===== src/rtl/mem_arbiter.sv =====
`default_nettype none
`timescale 1ns/1ps
// ============================================================================
// Module      : mem_arbiter
// Description : Two-port (instruction / data) arbiter in front of a single
//               shared memory. Round-robin between the ports when both
//               request, one transaction at a time, with a wait-cycle
//               watchdog that aborts a grant the memory never answers.
//
// Ports
//   clk, rst                  clock, asynchronous active-high reset
//   i_read, i_address         instruction port request (read only)
//   i_resp, i_rdata           instruction port completion pulse and data
//   d_read, d_write           data port requests (write wins if both high)
//   d_byte_enable             data port byte lanes ([1]=upper, [0]=lower)
//   d_address, d_wdata        data port address and write data
//   d_resp, d_rdata           data port completion pulse and data
//   err                       pulses with i_resp/d_resp on a timed-out access
//   mem_read, mem_write       shared memory strobes
//   mem_byte_enable           shared memory byte lanes
//   mem_address, mem_wdata    shared memory address and write data
//   mem_resp, mem_rdata       shared memory completion and read data
//
// Revision    : 1.0  initial release
// ============================================================================
module mem_arbiter #(
  parameter int TIMEOUT = 255
) (
  input  logic        clk,
  input  logic        rst,
  // instruction port
  input  logic        i_read,
  input  logic [15:0] i_address,
  output logic        i_resp,
  output logic [15:0] i_rdata,
  // data port
  input  logic        d_read,
  input  logic        d_write,
  input  logic [1:0]  d_byte_enable,
  input  logic [15:0] d_address,
  input  logic [15:0] d_wdata,
  output logic        d_resp,
  output logic [15:0] d_rdata,
  // status
  output logic        err,
  // shared memory
  output logic        mem_read,
  output logic        mem_write,
  output logic [1:0]  mem_byte_enable,
  output logic [15:0] mem_address,
  output logic [15:0] mem_wdata,
  input  logic        mem_resp,
  input  logic [15:0] mem_rdata
);

  // Wait counter is at least 8 bits and wide enough to hold TIMEOUT.
  localparam int CW = ($clog2(TIMEOUT + 1) > 8) ? $clog2(TIMEOUT + 1) : 8;

  // The counter is compared one step early: the cycle in which it would
  // reach TIMEOUT is the last grant cycle, so a grant lasts at most
  // TIMEOUT cycles before the abort.
  localparam logic [CW-1:0] c_timeout_last = CW'(TIMEOUT - 1);

  localparam logic [1:0] c_idle    = 2'd0;
  localparam logic [1:0] c_grant_i = 2'd1;
  localparam logic [1:0] c_grant_d = 2'd2;
  localparam logic [1:0] c_done    = 2'd3;

  logic [1:0]    r_state;
  logic [1:0]    w_state_next;
  logic          r_last_i;      // 1: the instruction port was granted last
  logic [CW-1:0] r_wait_cnt;
  logic          r_i_resp;
  logic          r_d_resp;
  logic          r_err;
  logic [15:0]   r_i_rdata;
  logic [15:0]   r_d_rdata;

  logic          w_i_req;
  logic          w_d_req;
  logic          w_timeout;
  logic          w_granted;

  assign w_i_req   = i_read;
  assign w_d_req   = d_read | d_write;
  assign w_granted = (r_state == c_grant_i) || (r_state == c_grant_d);
  assign w_timeout = w_granted && !mem_resp && (r_wait_cnt == c_timeout_last);

  // --------------------------------------------------------------------------
  // Next-state logic
  // --------------------------------------------------------------------------
  always_comb begin
    w_state_next = r_state;
    case (r_state)
      c_idle: begin
        if (w_i_req && w_d_req) begin
          // Contention: the port that did not win last time gets the bus.
          w_state_next = r_last_i ? c_grant_d : c_grant_i;
        end else if (w_i_req) begin
          w_state_next = c_grant_i;
        end else if (w_d_req) begin
          w_state_next = c_grant_d;
        end
      end
      c_grant_i, c_grant_d: begin
        if (mem_resp || w_timeout) begin
          w_state_next = c_done;
        end
      end
      // DONE is a single dead cycle: strobes low and requests ignored, so
      // the next access always starts with a fresh strobe edge.
      c_done:  w_state_next = c_idle;
      default: w_state_next = c_idle;
    endcase
  end

  // --------------------------------------------------------------------------
  // State, arbitration history, wait counter and response registers
  // --------------------------------------------------------------------------
  always_ff @(posedge clk or posedge rst) begin
    if (rst) begin
      r_state    <= c_idle;
      r_last_i   <= 1'b1;   // data port wins the first contention
      r_wait_cnt <= '0;
      r_i_resp   <= 1'b0;
      r_d_resp   <= 1'b0;
      r_err      <= 1'b0;
      r_i_rdata  <= 16'h0000;
      r_d_rdata  <= 16'h0000;
    end else begin
      r_state  <= w_state_next;
      r_i_resp <= 1'b0;
      r_d_resp <= 1'b0;
      r_err    <= 1'b0;

      case (r_state)
        c_idle: begin
          if (w_state_next == c_grant_i) begin
            r_wait_cnt <= '0;
            r_last_i   <= 1'b1;
          end else if (w_state_next == c_grant_d) begin
            r_wait_cnt <= '0;
            r_last_i   <= 1'b0;
          end
        end
        c_grant_i: begin
          if (mem_resp) begin
            r_i_rdata <= mem_rdata;
            r_i_resp  <= 1'b1;
          end else if (w_timeout) begin
            // Aborted: report completion with err, keep the old data.
            r_i_resp <= 1'b1;
            r_err    <= 1'b1;
          end else begin
            r_wait_cnt <= r_wait_cnt + 1'b1;
          end
        end
        c_grant_d: begin
          if (mem_resp) begin
            r_d_rdata <= mem_rdata;
            r_d_resp  <= 1'b1;
          end else if (w_timeout) begin
            r_d_resp <= 1'b1;
            r_err    <= 1'b1;
          end else begin
            r_wait_cnt <= r_wait_cnt + 1'b1;
          end
        end
        default: ;
      endcase
    end
  end

  // --------------------------------------------------------------------------
  // Shared memory request mux. Purely combinational from the state, so an
  // asynchronous reset drops the strobes at once, and the strobe falls on
  // the same clock edge that moves the FSM out of the grant state.
  // --------------------------------------------------------------------------
  always_comb begin
    mem_read        = 1'b0;
    mem_write       = 1'b0;
    mem_byte_enable = 2'b00;
    mem_address     = d_address;
    mem_wdata       = d_wdata;
    case (r_state)
      c_grant_i: begin
        mem_read        = i_read;
        mem_byte_enable = 2'b11;
        mem_address     = i_address;
      end
      c_grant_d: begin
        // Simultaneous read and write is treated as a write.
        mem_write       = d_write;
        mem_read        = d_read & ~d_write;
        mem_byte_enable = d_byte_enable;
      end
      default: ;
    endcase
  end

  assign i_resp  = r_i_resp;
  assign d_resp  = r_d_resp;
  assign err     = r_err;
  assign i_rdata = r_i_rdata;
  assign d_rdata = r_d_rdata;

endmodule
`default_nettype wire


===== config.mk =====
export PLATFORM = sky130hd
export DESIGN_NAME = mem_arbiter
export DESIGN_NICKNAME = d
export VERILOG_FILES = /design/src/rtl/mem_arbiter.sv
export SDC_FILE = /design/constraint.sdc
export NUM_CORES = 1
export LEC_CHECK = 0
export BUFFER_PORTS_ARGS = -buffer_cell sky130_fd_sc_hd__buf_2
export CAP_MARGIN = 20
export CORE_UTILIZATION = 40
export DETAILED_ROUTE_END_ITERATION = 8
export PLACE_DENSITY = 0.73
export SYNTH_ARGS = -nofsm -noshare
export SYNTH_HDL_FRONTEND = slang
export SYNTH_SLANG_ARGS = --single-unit

===== constraint.sdc =====
create_clock -name clk -period 3.5 [get_ports clk]
set_input_delay 0.175 -clock clk [delete_from_list [all_inputs] [get_ports clk]]
set_output_delay 0.175 -clock clk [all_outputs]
set_load 0.01 [all_outputs]

# Yosys cells after proc, flatten, opt, wreduce, memory -nomap -nowiden
# Cells that the tools add are included.
dict set report classes {
  addsub 1
  muxes 23
  n_reduce_logical 14
  bitwise 3
  eq_ne 9
}
# cell count
set op_table {}
lappend op_table {{2-to-1 mux 8 bit} 4}
lappend op_table {{2-to-1 mux 16 bit} 1}
lappend op_table {{case mux 8 bit (2 select lines)} 1}
lappend op_table {{2-to-1 mux 2 bit} 5}
lappend op_table {{2-to-1 mux 1 bit} 9}
lappend op_table {{adder 8 x 1 -> 8 bit (second input constant)} 1}
lappend op_table {{== test 8 bit (second input constant)} 1}
lappend op_table {{== test 2 bit (second input constant)} 3}
lappend op_table {{case mux 2 bit (3 select lines)} 1}
lappend op_table {{AND reduction 2 bit} 3}
lappend op_table {{== test 2 x 1 -> 1 bit (second input constant)} 2}
lappend op_table {{!= test 2 bit (second input constant)} 2}
lappend op_table {{case mux 2 bit (2 select lines)} 1}
lappend op_table {{AND reduction 4 bit} 1}
lappend op_table {{nonzero test 2 bit} 2}
lappend op_table {{logical AND 1 bit} 3}
lappend op_table {{!= test 3 bit (second input constant)} 1}
lappend op_table {{logical NOT 2 bit} 1}
lappend op_table {{logical OR 1 bit} 2}
lappend op_table {{case mux 1 bit (2 select lines)} 1}
lappend op_table {{OR reduction 2 bit} 1}
lappend op_table {{AND 1 bit} 1}
lappend op_table {{logical NOT 1 bit} 1}
lappend op_table {{NOT 1 bit} 1}
lappend op_table {{bitwise OR 1 bit} 1}
dict set report word_totals {
  register_bits 46
  inputBits 72
  word_cells 58
}

# Logic depth before layout (Yosys ltp)
dict set report depth {
  ltp_word 11
  depth_mapped 12
}

# Worst setup path after synthesis
# No wires, ideal clock.
dict set report synth_timing {
  kind {register to register}
  startpoint {register r_state[0]}
  endpoint {register r_wait_cnt[4]}
  arrival_ns 2.674
  setup_slack_ns 0.701
  synth_period_minus_slack_ns 2.799
  stages_incl_launch_ff 13
  required_ns 3.376
  path_cell_list {dfrtp_1 > inv_1 > ha_1 > nand4_1 > or2_4 > and2_4 > buf_6 > o211a_1 > ha_1 > nor2b_1 > and3_1 > a31oi_4 > a211o_2}
}
dict set report synth_via {
  elab_chain_len 10
}
# item line
set synth_rtl {}
lappend synth_rtl {{from (decl)} 69} ;# logic [1:0] r_state;
lappend synth_rtl {{from (signal assigned)} 122} ;# r_state <= c_idle;
lappend synth_rtl {{from (signal assigned)} 131} ;# r_state <= w_state_next;
lappend synth_rtl {{== test 2 x 1 -> 1 bit or == test 2 bit (tied branches)} {86, 94, 136}}
lappend synth_rtl {{logical OR 1 bit} 86} ;# assign w_granted = (r_state == c_grant_i) || (r_state == c_grant_d);
lappend synth_rtl {{logical AND 1 bit (2 in series)} 87} ;# assign w_timeout = w_granted && !mem_resp && (r_wait_cnt == c_timeout_last);
lappend synth_rtl {{logical OR 1 bit} 106} ;# if (mem_resp || w_timeout) begin
lappend synth_rtl {{2-to-1 mux 2 bit} 106}
lappend synth_rtl {{case mux 2 bit (3 select lines)} 94} ;# case (r_state)
lappend synth_rtl {{== test 2 x 1 -> 1 bit or == test 2 bit (tied branches)} {138, 141}}
lappend synth_rtl {{!= test 3 bit (no source line) or 2-to-1 mux 8 bit (tied branches)} --}
lappend synth_rtl {{AND reduction 4 bit (no source line) or case mux 8 bit (2 select lines) (tied branches)} --}
lappend synth_rtl {{to (signal assigned)} 155} ;# r_wait_cnt <= r_wait_cnt + 1'b1;
lappend synth_rtl {{to (signal assigned)} 166} ;# r_wait_cnt <= r_wait_cnt + 1'b1;
lappend synth_rtl {{to (decl)} 72} ;# logic [CW-1:0] r_wait_cnt;
# Parallel ways exist; a longest one is shown, timed or not.
# A chain may end at the register's enable or synchronous reset.

# Final worst setup path
# Same ends and word-level chain as after synthesis.

==> metrics.txt <==
# TYPE chip_impl_metric gauge
chip_impl_metric{name="syn_nets",unit=""} 276
chip_impl_metric{name="drt_iter0_drc",unit=""} 38
chip_impl_metric{name="post-cts-setup-buffers",unit=""} 0
chip_impl_metric{name="number_of_pins_with_negative_max_slew_slack_in_the_final_report",unit=""} 0
chip_impl_metric{name="tns",unit="ns"} 0
chip_impl_metric{name="layout.nets",unit=""} 373
chip_impl_metric{name="clock_power_share",unit="%"} 11.4
chip_impl_metric{name="combinationalPowerShare",unit="%"} 53.8
chip_impl_info{name="hold_path_class",value="in2async"} 1
chip_impl_metric{name="layout_worst_path_cycle_share",unit="%"} 82.2
chip_impl_metric{name="internal_power",unit="W"} 0.00162
chip_impl_metric{name="synth.ff_latch_count",unit=""} 46
chip_impl_metric{name="worst_skew_pair.late_latency",unit="ns"} 0.29
chip_impl_metric{name="final_hold_viol_count",unit=""} 0
chip_impl_metric{name="timing.final.crit_period",unit="ns"} 2.88
chip_impl_metric{name="first_global_vias",unit=""} 1712
chip_impl_metric{name="port_buffers",unit=""} 110
chip_impl_metric{name="final_cell_area",unit="mm^2"} 0.00298
chip_impl_metric{name="area_delta_synth_final",unit="%"} 24.4
chip_impl_metric{name="wire_per_inst",unit="um"} 13.3
chip_impl_metric{name="vdd_drop_max",unit="uV"} 348
chip_impl_metric{name="layout-drive-gt1-share",unit="%"} 60.9
chip_impl_metric{name="pin_count",unit=""} 143
chip_impl_metric{name="maxSlewHeadroom",unit="%"} 52.9
chip_impl_info{name="run_status",value="finished clean"} 1
chip_impl_metric{name="cts_sink_cnt",unit=""} 46
chip_impl_metric{name="starting_utilization_of_the_core_area",unit="%"} 42.5
chip_impl_metric{name="fmax",unit="GHz"} 0.347
chip_impl_metric{name="drtPass1Iterations",unit=""} 4
chip_impl_metric{name="die_height",unit="um"} 79.4
chip_impl_metric{name="detail_route.wirelength",unit="um"} 4870
chip_impl_metric{name="leakagePower",unit="nW"} 1.52
chip_impl_metric{name="floorplan.die.width",unit="um"} 79.4
chip_impl_metric{name="grt_max_degree",unit=""} 47
chip_impl_metric{name="clockBufferDepth",unit=""} 2
chip_impl_metric{name="synth_top_area_share",unit="%"} 46.9
chip_impl_metric{name="sequential_cell_fraction_of_total_power",unit="%"} 34.8
chip_impl_metric{name="vias_per_instance",unit=""} 4.97
chip_impl_info{name="endpoint_kind",value="flip-flop"} 1
chip_impl_metric{name="clock_skew",unit="ns"} 0.00375
chip_impl_metric{name="fillCellCount",unit=""} 508
chip_impl_metric{name="seq_area_frac_synth",unit="%"} 48.0
chip_impl_metric{name="diodes",unit=""} 0
chip_impl_info{name="timing_worst_setup_path_type",value="reg2reg"} 1
chip_impl_metric{name="clk_pin_slew_worst_paths",unit="ns"} 0.08
chip_impl_metric{name="worst-path-max-fanout",unit=""} 7
chip_impl_info{name="post_synth_main_area_contributors",value="dfrtp_1 47%, mux2_2 23%, buf_4 5.0%, ha_1 3.7%, nand2_1 1.6%"} 1
chip_impl_info{name="yosysTopAreaCell",value="dfrtp_1"} 1
chip_impl_metric{name="cp.required",unit="ns"} 3.68
chip_impl_info{name="ys_dominant_reg_cell",value="dfrtp_1"} 1
chip_impl_metric{name="holdBufCountCts",unit=""} 0
chip_impl_info{name="synth.cells.most_frequent",value="50 x mux2_2, 45 x dfrtp_1, 16 x buf_4"} 1
chip_impl_info{name="start_kind",value="flip-flop"} 1
chip_impl_metric{name="async_set_or_reset_flop_fraction_in_the_synthesized_netlist",unit="%"} 100
chip_impl_metric{name="switchingPower",unit="W"} 0.00101
chip_impl_metric{name="yosysWarnings",unit=""} 0
chip_impl_metric{name="final.hold.worst_slack",unit="ns"} 0.00262
chip_impl_metric{name="netSwitchingFraction",unit="%"} 38.3
chip_impl_metric{name="gpl.final_weighted_congestion",unit=""} 0.876
chip_impl_metric{name="cts.htree.levels",unit=""} 2
chip_impl_info{name="yosys.cell_count.top_type",value="mux2_2"} 1
chip_impl_metric{name="mappedNetlistArea",unit="mm^2"} 0.00240
chip_impl_metric{name="drt_antenna_net_count",unit=""} 0
chip_impl_metric{name="tightestPinTransition",unit="ns"} 0.705
chip_impl_metric{name="grt_use_total",unit="%"} 15.7
chip_impl_metric{name="grt-ovfl-total",unit=""} 0
chip_impl_metric{name="synthDistinctLibCells",unit=""} 39
chip_impl_metric{name="dr_total_vias",unit=""} 1819
chip_impl_metric{name="cp_data_arrival_time",unit="ns"} 3.06
chip_impl_info{name="cts_root_buf",value="clkbuf_8"} 1
chip_impl_metric{name="remaining_drc_errors",unit=""} 0
chip_impl_metric{name="die-area",unit="mm^2"} 0.00631
chip_impl_metric{name="synth_cells",unit=""} 197
chip_impl_info{name="cts_tree",value="done"} 1
chip_impl_metric{name="number_of_antenna_violations_at_the_first_check_in_global_routing",unit=""} 0
chip_impl_metric{name="p_per_area",unit="mW/mm^2"} 883
chip_impl_metric{name="synth_enable_flop_cells",unit=""} 0
chip_impl_metric{name="placement.cell_area",unit="mm^2"} 0.00290
chip_impl_metric{name="finalSetupViolCount",unit=""} 0
chip_impl_metric{name="coreArea",unit="mm^2"} 0.00564
chip_impl_metric{name="syn-mean-instance-area",unit="um^2"} 12.2
chip_impl_metric{name="tritoncts.num_buffers",unit=""} 5
chip_impl_metric{name="rows",unit=""} 27
chip_impl_metric{name="global_route_wire_length_before_repair",unit="um"} 7840
chip_impl_metric{name="ctsResizeCount",unit=""} 0
chip_impl_info{name="unrepaired_setup_endpoints_after_global_routing",value="false"} 1
chip_impl_metric{name="ff2ff_path_depth",unit=""} 11
chip_impl_metric{name="dp_wirelength",unit="um"} 3760
chip_impl_metric{name="maxCapViolations",unit=""} 0
layer usage:
layer / up-vias / wire length (um) / global-route usage [%]
met4: 0 / 55 / 6.00
met3: 10 / 374 / 4.11
met5: - / 0 / 0
met1: 866 / 2130 / 19.1
met2: 63 / 2310 / 26.2
li1: 880 / - / -
path summary, 6_finish.rpt:
kind / startpoint / to / slack (ns)
min in group clk: mem_rdata[9] / d_rdata[9]$_DFFE_PP0P_ / 0.12
worst max-delay path: r_state[0]$_DFF_PP0_ / r_wait_cnt[4]$_DFFE_PP0P_ / 0.62
worst min register to register: i_rdata[7]$_DFFE_PP0P_ / i_rdata[7]$_DFFE_PP0P_ / 0.50
max in group asynchronous: rst / i_rdata[10]$_DFFE_PP0P_ / 3.11
worst max register to register: r_state[0]$_DFF_PP0_ / r_wait_cnt[4]$_DFFE_PP0P_ / 0.62
worst min-delay path: rst / err$_DFF_PP0_ / 0.003
state kept, by name, indices dropped and copies added (netlist names):
name / cells
i_rdata: 16
err: 1
d_rdata: 16
r_wait_cnt: 8
i_resp: 1
d_resp: 1
r_last_i: 1
r_state: 2
cells in the final DEF (no fill, tap or decap), drive strengths merged:
cell | netlist | routed
nor2b | 3 | 3
a21oi | 5 | 5
a21bo | 1 | 1
o221ai | 2 | 2
o211ai | 2 | 2
dfrtp | 45 | 45
a22o | 2 | 2
a31oi | 2 | 2
clkbuf | 3 | 5
and3 | 3 | 3
o21ai | 2 | 2
nor3 | 3 | 3
and2 | 2 | 2
o21a | 1 | 1
clkinv | 0 | 3
o41ai | 1 | 1
o211a | 1 | 1
inv | 8 | 7
nor2 | 8 | 8
a21o | 2 | 2
buf | 20 | 113
dfstp | 1 | 1
mux2 | 50 | 50
a211o | 2 | 2
o22a | 1 | 1
nand2 | 10 | 10
nand3 | 3 | 3
ha | 7 | 7
a221oi | 1 | 1
or2 | 2 | 2
nand3b | 1 | 1
a221o | 1 | 1
nand4 | 2 | 2
worst max-delay path, cell delays in order (launching register included):
cell and delay (ns):
dfrtp_1 0.38, inv_1 0.10, ha_1 0.31, nand4_1 0.09, or2_4 0.26, and2_4 0.20, o211a_1 0.22, ha_1 0.34
nor2b_1 0.17, and3_1 0.27, a31oi_4 0.08, a211o_2 0.35
metrics by stage:
step | utilization [%] | std cells | power, W | setup WS, ns
2_1_floorplan | - | 197 | 0.00190 | 0.701
3_3_place_gp | 51.5 | 359 | 0.00232 | 0.703
3_5_place_dp | 51.5 | 359 | 0.00235 | 0.639
4_1_cts | 52.9 | 366 | 0.00266 | 0.612
5_1_grt | 52.9 | 366 | 0.00287 | 0.455
6_report | 52.9 | 366 | 0.00263 | 0.622
power by group through the flow:
stage / clock [W] / combinational (W) / sequential (W)
2_1_floorplan: 0 / 0.000888 / 0.00102
6_report: 0.000300 / 0.00142 / 0.000917
4_1_cts: 0.000310 / 0.00143 / 0.000917
5_1_grt: 0.000336 / 0.00157 / 0.000954
3_5_place_dp: 0 / 0.00143 / 0.000928
3_3_place_gp: 0 / 0.00141 / 0.000917
final cells by class:
cell class,count,area [um^2],area share (%)
inverter,8,30.0,1.01
clock inverter,2,10.0,0.336
timing repair buffer,113,573,19.2
clock buffer,5,68.8,2.31
tap,72,90.1,3.02
multi-input combinational,120,1060,35.5
sequential,46,1150,38.6
cell families (layout without fill, tap and decap cells):
kind of cell	Yosys count	after routing	synth area share, %
buffers and inverters	31	128	7.82
and+or+nand+nor	37	37	7.98
adders and majority gates	7	7	3.65
DFF	46	46	48.0
muxes	50	50	23.5
AOI/OAI and AO/OA	26	26	9.02
Power figures use the tool's default switching activity.
